==> src/rtl/mips_mem_pkg.sv <==
// Shared definitions for the MIPS memory-stage load/store paths:
// access-size encodings, store FSM states and byte-enable constants.
package mips_mem_pkg;

    typedef enum logic [1:0] {
        SZ_BYTE    = 2'b00,
        SZ_HALF    = 2'b01,
        SZ_WORD    = 2'b10,
        SZ_ILLEGAL = 2'b11
    } st_size_e;

    typedef enum logic {
        IDLE     = 1'b0,
        WAIT_ACK = 1'b1
    } st_state_e;

    localparam logic [3:0] BE_NONE    = 4'b0000;
    localparam logic [3:0] BE_BYTE0   = 4'b0001;
    localparam logic [3:0] BE_LO_HALF = 4'b0011;
    localparam logic [3:0] BE_HI_HALF = 4'b1100;
    localparam logic [3:0] BE_WORD    = 4'b1111;

endpackage

==> src/rtl/store_lane_align.sv <==
// Little-endian lane placement and alignment check for SB/SH/SW.
// Purely combinational; the misalign output is also used by the load path.
module store_lane_align
    import mips_mem_pkg::*;
(
    input  st_size_e    size,
    input  logic [1:0]  addr,
    input  logic [31:0] data,
    output logic [31:0] wdata,
    output logic [3:0]  be,
    output logic        misalign
);

    always_comb begin
        wdata    = '0;
        be       = BE_NONE;
        misalign = 1'b0;
        case (size)
            SZ_BYTE: begin
                wdata = {4{data[7:0]}};
                be    = BE_BYTE0 << addr;
            end
            SZ_HALF: begin
                wdata    = {2{data[15:0]}};
                be       = addr[1] ? BE_HI_HALF : BE_LO_HALF;
                misalign = addr[0];
            end
            SZ_WORD: begin
                wdata    = data;
                be       = BE_WORD;
                misalign = |addr;
            end
            default: misalign = 1'b1;
        endcase
    end

endmodule

==> src/rtl/store_unit.sv <==
// MEM-stage store path: aligns store data, runs a req/ack write to data
// memory with a bounded wait, and stalls the pipeline until the store retires.
module store_unit
    import mips_mem_pkg::*;
#(
    parameter int unsigned TIMEOUT = 255
) (
    input  logic        clk,
    input  logic        rst_n,
    input  logic        st_valid,
    input  logic [1:0]  st_size,
    input  logic [31:0] st_addr,
    input  logic [31:0] st_data,
    output logic        st_stall,
    output logic        st_done,
    output logic        st_misalign,
    output logic        st_fault,
    output logic        dm_req,
    output logic [31:0] dm_addr,
    output logic [31:0] dm_wdata,
    output logic [3:0]  dm_be,
    input  logic        dm_ack
);

    localparam logic [7:0] CNT_LAST = 8'(TIMEOUT - 1);

    st_state_e   state;
    logic [7:0]  cnt;
    logic [31:0] al_wdata;
    logic [3:0]  al_be;
    logic        al_misalign;
    logic        timeout;
    logic        in_idle;
    logic        in_wait;

    store_lane_align u_align (
        .size     (st_size_e'(st_size)),
        .addr     (st_addr[1:0]),
        .data     (st_data),
        .wdata    (al_wdata),
        .be       (al_be),
        .misalign (al_misalign)
    );

    assign in_idle = (state == IDLE);
    assign in_wait = (state == WAIT_ACK);

    // cnt counts completed unacknowledged WAIT_ACK cycles, so the
    // TIMEOUT-th waiting cycle is the one where cnt == TIMEOUT-1.
    assign timeout = in_wait && (cnt == CNT_LAST);

    always_comb begin
        st_misalign = in_idle && st_valid && al_misalign;
        st_fault    = timeout && !dm_ack;
        st_done     = st_misalign || (in_wait && (dm_ack || timeout));
        st_stall    = st_valid && !st_done;
    end

    always_ff @(posedge clk or negedge rst_n) begin
        if (!rst_n) begin
            state    <= IDLE;
            cnt      <= '0;
            dm_req   <= 1'b0;
            dm_addr  <= '0;
            dm_wdata <= '0;
            dm_be    <= '0;
        end else begin
            case (state)
                IDLE: begin
                    if (st_valid && !al_misalign) begin
                        state    <= WAIT_ACK;
                        cnt      <= '0;
                        dm_req   <= 1'b1;
                        dm_addr  <= {st_addr[31:2], 2'b00};
                        dm_wdata <= al_wdata;
                        dm_be    <= al_be;
                    end
                end
                WAIT_ACK: begin
                    if (dm_ack || timeout) begin
                        state  <= IDLE;
                        cnt    <= '0;
                        dm_req <= 1'b0;
                    end else begin
                        cnt <= cnt + 8'd1;
                    end
                end
                default: begin
                    state  <= IDLE;
                    cnt    <= '0;
                    dm_req <= 1'b0;
                end
            endcase
        end
    end

endmodule

==> config.mk <==
export PLATFORM = sky130hd
export DESIGN_NAME = store_unit
export DESIGN_NICKNAME = d
export VERILOG_FILES = /design/src/rtl/mips_mem_pkg.sv /design/src/rtl/store_lane_align.sv /design/src/rtl/store_unit.sv
export SDC_FILE = /design/constraint.sdc
export NUM_CORES = 1
export LEC_CHECK = 0
export CORE_MARGIN = 2
export CORE_UTILIZATION = 35
export DETAILED_ROUTE_END_ITERATION = 8
export DONT_BUFFER_PORTS = 1
export GPL_TIMING_DRIVEN = 0
export PLACE_DENSITY = 0.5
export SYNTH_ARGS = -nofsm -noshare
export SYNTH_HDL_FRONTEND = slang
export SYNTH_SLANG_ARGS = --single-unit
==> constraint.sdc <==
create_clock -name clk -period 3.2 [get_ports clk]
set_input_delay 0.64 -clock clk [delete_from_list [all_inputs] [get_ports clk]]
set_output_delay 0.64 -clock clk [all_outputs]
set_load 0.02 [all_outputs]
==> run summary, run 1 <==
Status -> complete, no violations
Comb power frac -> 0.139
Kind of cell adding the most delay to the critical path -> compound AO/OA/AOI/OAI gates
First-pass GRT wire length -> 14.4 mm
Layout cells sized above 1 -> 0.221
Worst hold path class -> input port to async pin
CTS tree -> yes
RSZ-0062 raised after global routing -> false
Reg-to-reg startpoint -> in_wait$_DFF_PN0_
CP max stage delay -> 0.41 ns
Register area share after synthesis -> 0.542
Synth Flop Type -> dfrtp_1
Number of synthesis warnings -> 0
Slew @ Worst Pin -> 0.638 ns
Cell mode on critical path -> o21ai_0
Number of port buffers -> 0
CTS Root Cell -> clkbuf_8
Starting density of the core -> 0.359
Critical path class -> flip-flop to output port
# IOs -> 143
Commonest non-fill, non-tap cell in the layout -> dfrtp_1
CP endpoint kind -> output port
Ys async rst share -> 1.00
Worst-skew pair later-pin latency -> 0.35 ns
Power per standard cell area -> 714 nW/um^2
Distinct cells, synth -> 41
Synthesized area -> 3510 sq um
Post-synth EDFFs -> 0
Sum of buffers and inverters on the critical path -> 1
Final Instance Area -> 3930 sq um
Nets@finish -> 402
Layout Skew -> 0.00732 ns
Fin. Hold Viols -> 0
DR iter-0 viols -> 89
Routed WL per cell -> 19.3 um
Startpoint types -> flip-flop
Final worst-path cycle share -> 0.791
Rel. slew slack -> 0.571
Int Power -> 1820 uW
Total gr overflow -> 0
Leakage power -> 0.00183 uW
H-tree levels -> 3
Crit path max-delay cell type -> dfrtp_1
Final wirelength -> 9.01 mm
Pin count of the biggest net entering global routing -> 77
Fin. max-slew vios -> 0
CP cell instances -> inv_1, ha_1, nand3_1, nor2_1, o21ai_0, o21ai_0
Flop pwr share -> 0.571
Vias in the first global route -> 2490
Commonest cells after routing, fill and taps aside -> dfrtp_1 (76), nand2_1 (40), o21ai_0 (33)
Max_cap viols -> 0
Die Area -> 10900 sq um
Num CTS Buffers -> 9
Top cell type by total area after synthesis -> dfrtp_1
Sw power -> 983 uW
Total GRT Usage -> 0.174
Post-CTS resize count -> 0
Initial antenna violation count -> 0
Routability cong. -> 0.763
Pre-antenna DRT Iters -> 4
FILL cells -> 1001
#FFs+latches synth -> 76
Peak VDD IR -> 0.233 mV
Reg2Reg Setup Slack -> 1.38 ns
Reg clk slew, reported paths -> 0.08 ns
Critical R2R Capture -> dm_wdata[12]$_DFFE_PN0P_
Placed cell areas -> 3680 sq um
Synth area leaders -> dfrtp_1 (54%), mux2_4 (7.3%), o21ai_0 (4.7%)
Die width -> 104 um
DR vias -> 2354
Final ANT Viol Nets -> 0
WP data arrival -> 1.89 ns
Synth Instances -> 317
DP Worst Slack -> 0.724 ns
Setup TNS -> 0 ns
Max Fclk -> 395 MHz
Post-detail-place hpwl -> 6.58 mm
Tmin final -> 2.53 ns
Req. time, crit path -> 2.56 ns
DR vias/cell -> 5.03
Clock power frac -> 0.289
Placeable Area -> 9770 sq um
CTS Sinks -> 76
Final setup fails -> 0
Switching share of power -> 0.351
Slack of the critical path -> 0.669 ns
Worst path depth -> 6
Area growth, synth to finish -> 11.8%
Max Buffers Root-to-Sink -> 2
DIE HEIGHT -> 104 um
# DRC -> 0
Utilization after layout -> 0.402
# rows -> 36
ANT cells -> 0
Peak fanout along the critical path -> 4
Hold slack -> 0.159 ns
Reg2Reg Depth -> 6
Post-synth top area share -> 0.542
Syn avg cell area -> 11.1 sq um
power groups by stage:
stage	Clock (uW)	Combinational, uW	Sequential, uW
global placement	0	366	1620
detailed placement	0	375	1630
finish	812	390	1600
global route	883	445	1630
CTS	836	400	1610
floorplan	0	316	1570
final cells by class:
class / instances / area, sq um / share of cell area
Tap cell: 133 / 166 / 0.0424
Timing Repair Buffer: 1 / 27.5 / 0.00701
Buffer: 21 / 129 / 0.0328
Inverter: 10 / 37.5 / 0.00956
Sequential cell: 76 / 1900 / 0.485
Clock buffer: 10 / 128 / 0.0325
Clock inverter: 6 / 87.6 / 0.0223
Multi-Input combinational cell: 211 / 1450 / 0.369
sequential cells by signal, indices dropped and copies added (netlist names):
name and flops:
dm_req 1, dm_addr 30, in_wait 1, cnt 8, dm_wdata 32, dm_be 4
worst register-to-register path: stages (launching register included):
cell and delay, ns:
dfrtp_1 0.43, nand2b_1 0.24, o21bai_4 0.23, buf_6 0.16, buf_2 0.19, a211oi_1 0.37, a21oi_1 0.07
synth_stat cells (all sizes together) (2+ instances only):
master	count
a211oi	8
a21o	4
a21oi	29
buf	16
clkbuf	5
dfrtp	76
ha	2
inv	10
mux2	31
mux2i	8
nand2	40
nand2b	4
nand3	4
nor2	14
nor2b	10
nor3	4
o21ai	33
o21bai	2
or2	3
how the worst max path moves through the flow:
stage | from | endpoint | slack (ns)
floorplan | st_size[0] | st_stall | 0.81
global placement | st_size[0] | st_stall | 0.72
detailed placement | st_size[0] | st_stall | 0.72
CTS | cnt[0]$_DFFE_PN0P_ | st_done | 0.60
global route | cnt[0]$_DFFE_PN0P_ | st_done | 0.48
finish | cnt[0]$_DFFE_PN0P_ | st_done | 0.67
layer usage:
layer  track usage  share of wire  wire length [um]
met1         0.225           0.45              4040
met2         0.251           0.43              3900
met3        0.0890          0.097               871
met4        0.0550          0.021               193
met5             0              0                 0
stage by stage:
step / std cells / total power (uW)
final: 468 / 2800
after global routing: 468 / 2960
after CTS: 468 / 2850
after detailed placement: 451 / 2000
after global placement: 451 / 1990
after floorplan: 318 / 1880
kinds of logic (layout without fill, tap and decap cells):
| family | Yosys count | in the layout | share of synthesized area |
|---|---|---|---|
| simple gates | 84 | 84 | 0.115 |
| compound gates | 83 | 83 | 0.145 |
| flops | 76 | 76 | 0.542 |
| mux | 39 | 39 | 0.140 |
| buf+inv | 31 | 48 | 0.0474 |
| fa+ha+maj | 2 | 2 | 0.00712 |
| other cells | 1 | 2 | 0.00107 |
| xor+xnor | 1 | 1 | 0.00249 |
repair_timing:
item,4_1_cts,5_1_grt
endpoints found under the hold margin,76,0
hold buffers,1,0
buffers inserted,0,0
No activity file was read; power rests on OpenSTA's default activity.
==> inputs of run 2 (changes only) <==
==> constraint.sdc (replaced) <==
create_clock -name clk -period 2.6 [get_ports clk]
set_input_delay 0.52 -clock clk [delete_from_list [all_inputs] [get_ports clk]]
set_output_delay 0.52 -clock clk [all_outputs]
set_load 0.02 [all_outputs]
==> results of run 2 <==
Same layout as run 1 (identical final DEF). Status: complete, no violations.
Among the figures that moved: setup slack after placement 0.724 ns -> 0.364 ns; setup slack after layout 0.669 ns -> 0.189 ns; hold slack 0.159 ns -> 0.0388 ns; register-to-register setup slack 1.38 ns -> 0.78 ns; total power 2800 uW -> 3450 uW; worst IR drop on VDD 0.233 mV -> 0.287 mV
